## config.mk

```make
export PLATFORM = sky130hd
export DESIGN_NAME = ide_sector_sequencer
export DESIGN_NICKNAME = d
export VERILOG_FILES = /design/src/rtl/ide_sector_sequencer.sv
export SDC_FILE = /design/constraint.sdc
export NUM_CORES = 1
export LEC_CHECK = 0
export BUFFER_PORTS_ARGS = -buffer_cell sky130_fd_sc_hd__buf_2
export CAP_MARGIN = 20
export CORE_ASPECT_RATIO = 0.6
export CORE_MARGIN = 1
export CORE_UTILIZATION = 55
export CTS_CLUSTER_SIZE = 25
export DETAILED_ROUTE_END_ITERATION = 6
export PLACE_DENSITY = 0.91
export RECOVER_POWER = 50
export REMOVE_ABC_BUFFERS = 1
export SLEW_MARGIN = 10
export SYNTH_ARGS = -nofsm -noshare
export SYNTH_HDL_FRONTEND = slang
export SYNTH_SLANG_ARGS = --single-unit
```

## constraint.sdc

```tcl
create_clock -name clk -period 6.25 [get_ports clk]
set_clock_uncertainty 0.15 [all_clocks]
set_input_delay 0.625 -clock clk [delete_from_list [all_inputs] [get_ports clk]]
set_output_delay 0.625 -clock clk [all_outputs]
set_load 0.01 [all_outputs]
```

## src/rtl/ide_sector_sequencer.sv

```systemverilog
// IDE READ/WRITE SECTORS command engine: moves one 512-byte sector at a time between
// the shared sector RAM and a byte-stream storage backend, reporting BSY/DRQ/IRQ/ERR.
module ide_sector_sequencer #(
    parameter logic [7:0] CMD_READ  = 8'h20,
    parameter logic [7:0] CMD_WRITE = 8'h30
) (
    input  logic        clk,
    input  logic        reset,
    input  logic        cmd_valid,
    input  logic [7:0]  cmd_op,
    input  logic [27:0] cmd_lba,
    input  logic [7:0]  cmd_count,
    input  logic        host_done,
    output logic        bsy,
    output logic        drq,
    output logic        irq,
    output logic        err,
    output logic [8:0]  ram_addr,
    output logic        ram_we,
    output logic [7:0]  ram_wdata,
    input  logic [7:0]  ram_rdata,
    output logic        st_req,
    output logic        st_write,
    output logic [27:0] st_lba,
    input  logic        st_ack,
    input  logic        st_rd_valid,
    input  logic [7:0]  st_rd_data,
    output logic        st_wr_valid,
    output logic [7:0]  st_wr_data,
    input  logic        st_wr_ready,
    input  logic        st_done,
    input  logic        st_err
);

    typedef enum logic [2:0] {
        IDLE, REQ, RD_XFER, RD_HOST, WR_HOST, WR_FETCH, WR_XFER, WR_COMMIT
    } state_t;

    state_t      state, state_n;
    logic [27:0] lba, lba_n;
    logic [8:0]  remaining, remaining_n;
    logic        is_write, is_write_n;
    logic        fetch_wait, fetch_wait_n;
    logic        bsy_n, drq_n, irq_n, err_n;
    logic [8:0]  addr_n;
    logic        wr_valid_n;
    logic [7:0]  wr_data_n;

    assign st_req    = (state == REQ);
    assign st_write  = is_write;
    assign st_lba    = lba;
    assign ram_we    = (state == RD_XFER) && st_rd_valid && !st_err;
    assign ram_wdata = st_rd_data;

    // NOTE: sequential state uses non-blocking assignments so every register samples
    // the pre-edge values computed by the combinational block.
    always_ff @(posedge clk) begin
        if (reset) begin
            state       <= IDLE;
            lba         <= '0;
            remaining   <= '0;
            is_write    <= 1'b0;
            fetch_wait  <= 1'b0;
            bsy         <= 1'b0;
            drq         <= 1'b0;
            irq         <= 1'b0;
            err         <= 1'b0;
            ram_addr    <= '0;
            st_wr_valid <= 1'b0;
            st_wr_data  <= '0;
        end else begin
            state       <= state_n;
            lba         <= lba_n;
            remaining   <= remaining_n;
            is_write    <= is_write_n;
            fetch_wait  <= fetch_wait_n;
            bsy         <= bsy_n;
            drq         <= drq_n;
            irq         <= irq_n;
            err         <= err_n;
            ram_addr    <= addr_n;
            st_wr_valid <= wr_valid_n;
            st_wr_data  <= wr_data_n;
        end
    end

    // NOTE: every signal gets a default before the case so no path infers a latch.
    always_comb begin
        state_n      = state;
        lba_n        = lba;
        remaining_n  = remaining;
        is_write_n   = is_write;
        fetch_wait_n = fetch_wait;
        bsy_n        = bsy;
        drq_n        = drq;
        irq_n        = 1'b0;
        err_n        = err;
        addr_n       = ram_addr;
        wr_valid_n   = st_wr_valid;
        wr_data_n    = st_wr_data;

        if (state != IDLE && st_err) begin
            // A storage fault overrides whatever else happens this cycle.
            state_n      = IDLE;
            bsy_n        = 1'b0;
            drq_n        = 1'b0;
            err_n        = 1'b1;
            irq_n        = 1'b1;
            wr_valid_n   = 1'b0;
            fetch_wait_n = 1'b0;
        end else begin
            case (state)
                IDLE: begin
                    if (cmd_valid) begin
                        err_n       = 1'b0;
                        lba_n       = cmd_lba;
                        remaining_n = (cmd_count == 8'd0) ? 9'd256 : {1'b0, cmd_count};
                        if (cmd_op == CMD_READ) begin
                            bsy_n      = 1'b1;
                            is_write_n = 1'b0;
                            state_n    = REQ;
                        end else if (cmd_op == CMD_WRITE) begin
                            bsy_n      = 1'b1;
                            is_write_n = 1'b1;
                            drq_n      = 1'b1;
                            state_n    = WR_HOST;
                        end else begin
                            err_n = 1'b1;
                            irq_n = 1'b1;
                        end
                    end
                end
                REQ: begin
                    if (st_ack) begin
                        addr_n       = '0;
                        fetch_wait_n = 1'b0;
                        state_n      = is_write ? WR_FETCH : RD_XFER;
                    end
                end
                RD_XFER: begin
                    if (st_rd_valid) begin
                        addr_n = ram_addr + 9'd1;
                        if (ram_addr == 9'd511) begin
                            drq_n   = 1'b1;
                            irq_n   = 1'b1;
                            state_n = RD_HOST;
                        end
                    end
                end
                RD_HOST: begin
                    if (host_done) begin
                        drq_n       = 1'b0;
                        remaining_n = remaining - 9'd1;
                        lba_n       = lba + 28'd1;
                        if (remaining == 9'd1) begin
                            bsy_n   = 1'b0;
                            state_n = IDLE;
                        end else begin
                            state_n = REQ;
                        end
                    end
                end
                WR_HOST: begin
                    if (host_done) begin
                        drq_n   = 1'b0;
                        state_n = REQ;
                    end
                end
                WR_FETCH: begin
                    // First cycle presents the address; the RAM answers on the second.
                    if (!fetch_wait) begin
                        fetch_wait_n = 1'b1;
                    end else begin
                        fetch_wait_n = 1'b0;
                        wr_data_n    = ram_rdata;
                        wr_valid_n   = 1'b1;
                        state_n      = WR_XFER;
                    end
                end
                WR_XFER: begin
                    if (st_wr_valid && st_wr_ready) begin
                        wr_valid_n = 1'b0;
                        addr_n     = ram_addr + 9'd1;
                        state_n    = (ram_addr == 9'd511) ? WR_COMMIT : WR_FETCH;
                    end
                end
                WR_COMMIT: begin
                    if (st_done) begin
                        remaining_n = remaining - 9'd1;
                        lba_n       = lba + 28'd1;
                        if (remaining == 9'd1) begin
                            bsy_n   = 1'b0;
                            irq_n   = 1'b1;
                            state_n = IDLE;
                        end else begin
                            drq_n   = 1'b1;
                            state_n = WR_HOST;
                        end
                    end
                end
                default: state_n = IDLE;
            endcase
        end
    end

endmodule

```

==> results.tsv, run 1 <==
stage	metric	value	unit
clock_network	clock-sinks	64	
yosys	synth_seq_area_share	33.3	%
clock_network	ctsHoldBuffers	0	
yosys	yosysMostFrequentCell	dfxtp_1	
critical_path	crit_chain	o211ai_1, a221oi_4, buf_4, o21ai_0, a21oi_1, nor2_1	
final_layout	area_delta_synth_final	19.3	%
timing	fin_crit	3100	ps
status	outcome	complete, no violations	
yosys	yosys-top-cells-area	dfxtp_1 33%, nor2_1 5.8%, a21oi_1 5.6%	
critical_path	rr_worst_depth	6	
floorplanning	fp.dieH	66.8	um
critical_path	cp_slowest_stage_delay	860	ps
clock_network	cts_resized	0	
grt	grt_max_degree	64	
yosys	synth_common_cells	64 x dfxtp_1, 59 x nor2_1, 45 x nand2_1	
final_layout	multi_input_area	0.00234	sq mm
clock_network	numCtsBuffers	9	
final_layout	nFillCells	589	
clock_network	clockBufferDepth	2	
yosys	yosysWarnings	0	
timing	hold_violations	0	
yosys	postSynthCellCount	511	
grt	antenna_found_initial	0	
critical_path	end_kind	flop	
timing	relSlewSlack	30.6	%
timing	fmaxAchievable	0.323	GHz
grt	grt_pass1_wl	18100	um
timing	grt_setup_unrepaired	false	
critical_path	cp_max_fo	30	
placed_design	port_buffers	113	
grt	grt_overflow_total	0	
placed_design	place_hpwl	7910	um
grt	grtUsageTotal	31.7	%
hold_path	min_path_cells	2	
final_layout	seq_area	0.00128	sq mm
timing	slew_viol_final	0	
floorplanning	core-area	0.00673	sq mm
clock_network	clock_latency	330	ps
detailed_routing	vias	4325	
hold_path	hold_class	reg -> reg	
detailed_routing	vias_per_cell	6.32	
detailed_routing	first_pass_iters	6	
critical_path	arrival	3140	ps
critical_path	crit_slowest_cell	dfxtp_1	
power_and_ir_drop	peakVddDrop	204	uV
floorplanning	pin_count	130	
yosys	synth_edf_count	0	
critical_path	start_kind	flop	
floorplanning	start_util	57.2	%
timing	tns	0	ps
final_layout	fin_cells	684	
final_layout	drive_gt1_share	15.1	%
yosys	async_flop_share	0	%
timing	worst_pin_slew	1040	ps
timing	period_share	49.6	%
power_and_ir_drop	p_per_area	289	mW/mm^2
yosys	synth_area	0.00385	sq mm
placed_design	place_area	0.00436	sq mm
clock_network	cts_tree	yes	
final_layout	final_nets	666	
timing	setup_viol	0	
clock_network	clock-root-buffer	clkbuf_16	
yosys	synth.largest_area_cell	dfxtp_1	
placed_design	dp_cells	668	
yosys	synth_top_area_share	33.3	%
floorplanning	die_w	110	um
detailed_routing	drc	0	
final_layout	final_cell_area	0.00459	sq mm
floorplanning	die_area	0.00735	sq mm
critical_path	crit_type	reg -> reg	
yosys	synth-main-ff-cell	dfxtp_1	
flow_run	cap_viol_max_count	0	
power_and_ir_drop	power.leakage	0.00169	uW
final_layout	n_antenna_cell	0	
yosys	ys_types	59	
yosys	ys_ff_latch	64	
clock_network	cts_setup_buffers	0	
yosys	syn_avg_cell_area	7.54	sq um
clock_network	h-tree-depth	3	
placed_design	routabilityCongestion	0.881	
detailed_routing	wl_per_cell	16.7	um
clock_network	clk_pin_slew_worst_paths	60	ps
critical_path	cp.required	6290	ps
detailed_routing	drt_iter0_drc	435	
grt	grt_pass1_vias	3715	
timing	hold_ws	337	ps
floorplanning	rows	23	
detailed_routing	routed_wirelength	11400	um
detailed_routing	drtAntennaViolNets	0	
-- cell type report --
class                           instances  share of cell area (%)
Sequential cell                        64                    27.9
Timing Repair Buffer                  116                    11.4
Clock buffer                           11                    5.28
Tap cell                               87                    2.37
Clock inverter                          5                    1.23
Inverter                               10                   0.817
Multi-Input combinational cell        391                    51.0
-- kinds of logic (layout without fill, tap and decap cells) --
family	Yosys count	count (layout)	share of synthesized area (%)
AO/OA/AOI/OAI	150	150	25.6
XOR/XNOR	7	7	1.59
adder cells (fa/ha/maj)	5	5	1.62
buffers and inverters	56	142	6.40
flip-flops	64	64	33.3
multiplexers	14	14	3.67
AND/OR/NAND/NOR	215	215	27.8
-- placed cells by master (no fill, tap or decap), drive strengths merged, types with 6 or more instances in the layout --
| cell | Yosys | final |
|---|---|---|
| buf | 12 | 65 |
| dfxtp | 64 | 64 |
| clkbuf | 34 | 62 |
| nor2 | 59 | 59 |
| nand2 | 45 | 45 |
| a21oi | 43 | 43 |
| nand3 | 31 | 31 |
| o21ai | 24 | 24 |
| nor3 | 22 | 22 |
| mux2i | 13 | 13 |
| a211oi | 13 | 13 |
| a31oi | 11 | 11 |
| inv | 10 | 10 |
| and3 | 10 | 10 |
| a21o | 8 | 8 |
| xnor2 | 7 | 7 |
| nand4 | 7 | 7 |
| a22oi | 6 | 6 |
-- registers in the layout, indices dropped and copies added, names as in the netlist --
name	count
bsy	1
drq	1
err	1
fetch_wait	1
irq	1
ram_addr	9
remaining	9
st_lba	28
st_wr_data	8
st_wr_valid	1
st_write	1
state	3
-- through the flow --
step / worst slack (ps) / util (%) / power (uW)
after floorplan: 3000 / - / 702
after global placement: 3290 / 64.7 / 816
after detailed placement: 3210 / 64.7 / 826
after CTS: 3200 / 69.2 / 1330
after global routing: 2930 / 68.2 / 1380
final: 3150 / 68.2 / 1330
-- metal layers --
layer	vias up	global-route usage [%]	wire length [um]
met5	-	0	0
met2	264	45.3	4860
met3	18	10.7	1380
li1	2052	-	-
met1	1991	44.8	5040
met4	0	8.83	153
-- worst max-delay path: cells and delay by family (launching register included) --
family	cells	cell delay, ps
AO/OA/AOI/OAI	4	1470
buffers and inverters	1	420
flip-flops	1	860
AND/OR/NAND/NOR	1	50
-- report_power, final --
part           switching, uW  total [uW]  internal, uW  leakage [uW]
logic                    188         307           119       0.00103
clock network            185         503           319      0.000145
registers               65.7         517           451      0.000524
total                    439        1330           889       0.00169
-- final timing paths --
check,startpoint,to,slack [ps]
hold reg to reg,drq,drq,340
hold / removal,drq,drq,340
setup reg to reg,state[0],remaining[3],3150
setup / recovery,state[0],remaining[3],3150
Note: power is estimated with default switching activity, not from simulation.
==> run 2, diff against run 1 <==
Settings changed: CORE_UTILIZATION 55 to 46, PLACE_DENSITY 0.91 to 0.82.
Clock period 6.25 ns to 2.5 ns, I/O delays scaled along.
==> run 2 against run 1 <==
Sequential cell count unchanged. Largest cell class unchanged. Global-route usage down 4.3 points. Largest power group is now the clock network. Setup slack worse by 3100 ps. Power rose to 2.6 times the previous value. Critical endpoint is now state[1]. Sequential share of layout area shrank 1.3 points. Highest routed layer unchanged.
==> results.tsv, run 2 (synthesis results as in run 1) <==
stage	metric	value	unit	change
grt	grt_max_degree	63		-1.6%
timing	worst_pin_slew	695	ps	-343 ps
timing	hold_ws	9.90	ps	-327 ps
timing	fmaxAchievable	0.400	GHz	+24%
placed_design	routabilityCongestion	0.879		-0.22%
placed_design	port_buffers	113		unchanged
floorplanning	rows	25		+8.7%
hold_path	hold_class	in -> reg		
grt	grt_pass1_vias	3861		+3.9%
timing	period_share	99.9	%	+50 points
clock_network	clock-root-buffer	clkbuf_16		
clock_network	clock_latency	330	ps	about the same
hold_path	min_path_cells	3		+1
floorplanning	die_w	120	um	+9.2%
critical_path	rr_worst_depth	9		+3
power_and_ir_drop	peakVddDrop	478	uV	+130%
critical_path	cp_slowest_stage_delay	370	ps	-490 ps
grt	antenna_found_initial	0		unchanged
timing	setup_slack	1.52	ps	-3150 ps
detailed_routing	route.met2.wl	5380	um	+11%
critical_path	arrival	2570	ps	-570 ps
power_and_ir_drop	p_per_area	716	mW/mm^2	+150%
grt	grtUsageTotal	27.5	%	-4.3 points
final_layout	final_nets	680		+2.1%
critical_path	r2r_setup_slack	2	ps	-3150 ps
detailed_routing	wl_per_cell	16.8	um	+0.29%
critical_path	crit_family	simple AND/OR/NAND/NOR gates		
critical_path	cp_max_fo	5		-83%
timing	setup_viol	0		unchanged
placed_design	place_ws	117	ps	-3100 ps
detailed_routing	drtAntennaViolNets	0		unchanged
clock_network	clock-sinks	64		unchanged
status	outcome	complete, no violations		
timing	grt_setup_unrepaired	true		
timing	relSlewSlack	53.3	%	+23 points
detailed_routing	top_layer	met4		
floorplanning	die_area	0.00875	sq mm	+19%
power_and_ir_drop	power.leakage	0.00196	uW	+16%
flow_run	cap_viol_max_count	0		unchanged
critical_path	crit_type	reg -> reg		
final_layout	area_delta_synth_final	25.9	%	
timing	hold_violations	0		unchanged
critical_path	crit_slowest_cell	dfxtp_2		
detailed_routing	drt_iter0_drc	511		+17%
hold_path	hp-start	ram_rdata[0]		
critical_path	cp.required	2570	ps	-3720 ps
floorplanning	core-area	0.00798	sq mm	+18%
final_layout	n_antenna_cell	0		unchanged
final_layout	most-common-layout-cells	101 x buf_2, 59 x nor2_1, 59 x dfxtp_1		
final_layout	final_common_cell	buf_2		
critical_path	crit_chain	and4_1, nand2_1, nor2_1, ha_2, nand3_1, and3_1, a211o_1, or2_0, a211oi_1		
clock_network	clk_pin_slew_worst_paths	60	ps	about the same
clock_network	clockBufferDepth	2		unchanged
detailed_routing	vias_per_cell	6.16		-2.6%
detailed_routing	met3_length	979	um	-29%
placed_design	place_hpwl	8370	um	+5.8%
floorplanning	fp.dieH	72.9	um	+9.1%
power_and_ir_drop	p_total	3470	uW	+160%
detailed_routing	first_pass_iters	5		-1
detailed_routing	vias	4429		+2.4%
timing	tns	0	ps	unchanged
grt	grt_pass1_wl	19000	um	+5.3%
critical_path	r2r_end	state[1]		
hold_path	worst_hold_path.endpoint	st_wr_data[0]		
clock_network	numCtsBuffers	9		unchanged
detailed_routing	wl_met1	5430	um	+7.8%
clock_network	h-tree-depth	3		unchanged
critical_path	crit_buf_inv	0		-1
clock_network	cts_tree	yes		
critical_path	r2r_start	ram_addr[3]		
final_layout	drive_gt1_share	24.4	%	+9.3 points
floorplanning	start_util	48.3	%	-8.9 points
timing	fin_crit	2500	ps	-601 ps
floorplanning	pin_count	130		unchanged
final_layout	post-route-util	60.8	%	-7.4 points
grt	grt_overflow_total	0		unchanged
critical_path	start_kind	flop		
final_layout	largest_reg_flops	28		unchanged
detailed_routing	drc	0		unchanged
detailed_routing	routed_wirelength	12100	um	+5.4%
critical_path	end_kind	flop		
timing	slew_viol_final	0		unchanged
## run 2: tightest hold or removal path: stages
cell and delay (ps):
buf_2 70, mux2i_1 50, nor2_1 70
## run 2: worst max-delay path by stage
stage                      end        start  slack [ps]  depth (start not counted)
finish                state[1]  ram_addr[3]           2                          9
global route          state[1]  ram_addr[3]        -130                          9
CTS                   state[1]  ram_addr[3]          80                          9
detailed placement  st_lba[25]     state[0]         120                          5
global placement    st_lba[25]     state[0]         180                          5
floorplan            st_lba[2]     state[0]        -750                          5
## run 2: repair_timing
action | CTS | global route
setup buffers | 0 | 1
gates resized for setup | 0 | 10
endpoints found under the hold margin | 1 | 0
endpoints found under the setup margin | 0 | 5
hold buffers | 1 | 0
## run 2: layout make-up
| cell class | instances | area (sq um) |
|---|---|---|
| sequential | 64 | 1290 |
| clock inverter | 2 | 35.0 |
| clock buffer | 14 | 284 |
| tap | 108 | 135 |
| timing repair buffer | 130 | 713 |
| inverter | 10 | 37.5 |
| fill | 702 | 3130 |
| multi-input combinational | 391 | 2360 |
## run 2: per-layer routing
layer	track usage, %	vias to the layer above
met5	0	-
met4	11.0	0
met3	6.25	25
met2	43.0	255
met1	36.9	2067
li1	-	2082
## run 2: report_power, final
group | switching, uW | total (uW) | internal, uW
logic | 524 | 876 | 352
registers | 126 | 1250 | 1130
clock network | 460 | 1340 | 880
## run 2: stage by stage
stage / std cells / instance area (sq um)
floorplan: 465 / 3640
global placement: 701 / 4500
detailed placement: 701 / 4500
CTS: 718 / 4830
global route: 719 / 4850
finish: 719 / 4850
==> run 3, diff against run 2 <==
Settings changed: ABC_AREA from default to 1, CORE_UTILIZATION 46 to 48, CTS_CLUSTER_DIAMETER from default to 60, PLACE_DENSITY 0.82 to 0.83.
==> run 3 against run 2 <==
The flow now finishes with violations (design-rule violations). Fmax is 13% higher. Synthesized cell count rose by 40%. First-iteration DRC count decreased by 15%. Critical path depth increased by 1. Highest routed layer unchanged. Design area grew 6.8%. Core utilization decreased by 1.2 points. Power grew 26%.
==> results.tsv, run 3 <==
stage	metric	value	unit	change
power_and_ir_drop	power.leakage	0.00216	uW	+10%
final_layout	area_delta_synth_final	17.9	%	
power_and_ir_drop	p_seq_share	33.5	%	-2.7 points
grt	grtUsageTotal	26.7	%	-0.76 points
clock_network	clock_latency	330	ps	about the same
timing	worst_pin_slew	478	ps	-217 ps
yosys	syn_avg_cell_area	6.13	sq um	-19%
clock_network	cts_tree	yes		
yosys	ys_ff_latch	64		unchanged
final_layout	final_common_cell	nand2_1		
final_layout	nFillCells	948		+35%
placed_design	place_hpwl	9390	um	+12%
critical_path	crit_type	reg -> reg		
yosys	postSynthCellCount	717		+40%
yosys	synth_common_cells	207 x nand2_1, 96 x nor2_1, 71 x inv_1		
yosys	ys_types	39		-34%
critical_path	crit_slowest_cell	dfxtp_1		
detailed_routing	first_pass_iters	7		+2
yosys	async_flop_share	0	%	unchanged
floorplanning	die_area	0.00955	sq mm	+9.1%
clock_network	cts_resized	0		unchanged
timing	setup_viol	0		unchanged
yosys	synth_area	0.00439	sq mm	+14%
final_layout	post-route-util	59.6	%	-1.2 points
power_and_ir_drop	clock_power_share	28.9	%	-9.7 points
detailed_routing	routed_wirelength	12600	um	+4.3%
timing	tns	0	ps	unchanged
clock_network	numCtsBuffers	9		unchanged
detailed_routing	drc	10		+10
grt	grt_pass1_wl	20600	um	+8.2%
clock_network	cts_setup_buffers	0		unchanged
yosys	yosysMostFrequentCell	nand2_1		
clock_network	clk_pin_slew_worst_paths	50	ps	about the same
placed_design	place_ws	418	ps	+301 ps
final_layout	drive_gt1_share	16.2	%	-8.2 points
status	outcome	finished with violations		
final_layout	n_antenna_cell	0		unchanged
clock_network	ctsHoldBuffers	0		-1
clock_network	clock-root-buffer	clkbuf_16		
yosys	synth.largest_area_cell	dfxtp_1		
grt	grt_pass1_vias	4132		+7.0%
critical_path	cp_max_fo	22		+17
floorplanning	start_util	50.6	%	+2.3 points
power_and_ir_drop	p_int	2600	uW	+10%
power_and_ir_drop	p_switching	1780	uW	+60%
status	violations	design-rule violations		
power_and_ir_drop	p_sw_share	40.7	%	+8.7 points
detailed_routing	drt_iter0_drc	433		-15%
hold_path	hold_class	in -> reg		
yosys	yosysWarnings	0		unchanged
final_layout	final_cell_area	0.00518	sq mm	+6.8%
timing	relSlewSlack	68.0	%	+15 points
yosys	synth_top_area_share	29.2	%	-4.1 points
power_and_ir_drop	p_total	4380	uW	+26%
critical_path	crit_family	simple AND/OR/NAND/NOR gates		
grt	antenna_found_initial	0		unchanged
yosys	synth_seq_area_share	29.2	%	-4.1 points
clock_network	clockBufferDepth	2		unchanged
flow_run	cap_viol_max_count	0		unchanged
clock_network	clock-sinks	64		unchanged
grt	grt_max_degree	35		-44%
floorplanning	fp.dieH	76.1	um	+4.4%
critical_path	cp_slowest_stage_delay	530	ps	+160 ps
floorplanning	core-area	0.00869	sq mm	+8.9%
timing	fmaxAchievable	0.452	GHz	+13%
critical_path	start_kind	flop		
critical_path	crit_chain	inv_4, nand2_1, inv_2, nand2_4, nand2_4, nor2_4, buf_12, o21ai_1, nand2_1, a21oi_1		
power_and_ir_drop	p_per_area	846	mW/mm^2	+18%
clock_network	h-tree-depth	3		unchanged
floorplanning	rows	26		+4.0%
critical_path	cp.required	2540	ps	-30 ps
floorplanning	die_w	126	um	+4.5%
final_layout	largest_reg_flops	28		unchanged
power_and_ir_drop	comb_power_share	37.6	%	+12 points
critical_path	crit_buf_inv	3		+3
timing	setup_slack	288	ps	+286 ps
timing	grt_setup_unrepaired	false		
critical_path	end_kind	flop		
timing	slew_viol_final	0		unchanged
placed_design	place_area	0.00495	sq mm	+10%
floorplanning	pin_count	130		unchanged
detailed_routing	vias_per_cell	5.21		-15%
grt	grt_overflow_total	0		unchanged
yosys	synth-main-ff-cell	dfxtp_1		
final_layout	most-common-layout-cells	208 x nand2_1, 97 x nor2_1, 71 x inv_1		
yosys	synth_edf_count	0		unchanged
placed_design	port_buffers	113		unchanged
timing	fin_crit	2210	ps	-286 ps
detailed_routing	wl_per_cell	13.5	um	-20%
final_layout	final_nets	890		+31%
critical_path	arrival	2260	ps	-310 ps
yosys	yosys-top-cells-area	dfxtp_1 29%, nand2_1 18%, nor2_1 8.2%		
detailed_routing	drtAntennaViolNets	0		unchanged
power_and_ir_drop	peakVddDrop	452	uV	-5.4%
detailed_routing	vias	4860		+9.7%
timing	hold_violations	0		unchanged
timing	period_share	88.5	%	-11 points
placed_design	routabilityCongestion	0.955		+8.6%
==> run 3: worst paths after layout <==
path	startpoint	to	slack, ps	cells past startpoint
worst max-delay path	state[2]	st_lba[9]	290	10
worst min register to register	st_wr_data[1]	st_wr_data[1]	290	2
worst min-delay path	cmd_lba[0]	st_lba[0]	40	3
worst max register to register	state[2]	st_lba[9]	290	10
==> run 3: routing by layer <==
layer	vias to the layer above	GRT usage [%]	routed length [um]
li1	2491	-	-
met1	2136	41.9	6330
met2	225	35.8	4840
met3	8	6.04	1340
met4	0	6.22	67
met5	-	0	0
==> run 3: metrics by stage <==
step / hold WS [ps] / cells
3_5_place_dp: 284 / 917
6_report: 37.3 / 933
3_3_place_gp: 281 / 917
4_1_cts: 32.7 / 933
2_1_floorplan: 162 / 686
5_1_grt: 59.9 / 933
==> run 3: logic make-up (layout without fill, tap and decap cells) <==
kind of cell / after synthesis / in the layout / share of synthesized area (%)
and+or+nand+nor: 413 / 413 / 41.4
AOI/OAI and AO/OA: 120 / 120 / 15.1
buffers and inverters: 109 / 213 / 11.7
DFF: 64 / 64 / 29.2
xor gates and xnor gates: 6 / 6 / 1.20
adders and majority gates: 5 / 5 / 1.42
==> run 3: worst min-delay path: cells and delay by family <==
kind | cells | cell delay, ps
buffers and inverters | 1 | 80
and+or+nand+nor | 1 | 80
AOI/OAI and AO/OA | 1 | 60
==> run 3: layout make-up <==
class,instances,area (sq um),share of cell area [%]
clock buffer,13,260,5.03
inverter,78,298,5.75
sequential,64,1280,24.7
multi-input combinational,544,2590,50.0
clock inverter,3,40.0,0.773
timing repair buffer,119,572,11.0
tap,112,140,2.71
==> run 3: power by group through the flow <==
stage / logic [uW] / registers [uW] / clock network (uW)
2_1_floorplan: 1110 / 1470 / 0
3_3_place_gp: 1640 / 1460 / 0
3_5_place_dp: 1660 / 1470 / 0
4_1_cts: 1670 / 1450 / 1290
5_1_grt: 1860 / 1490 / 1330
6_report: 1650 / 1470 / 1260
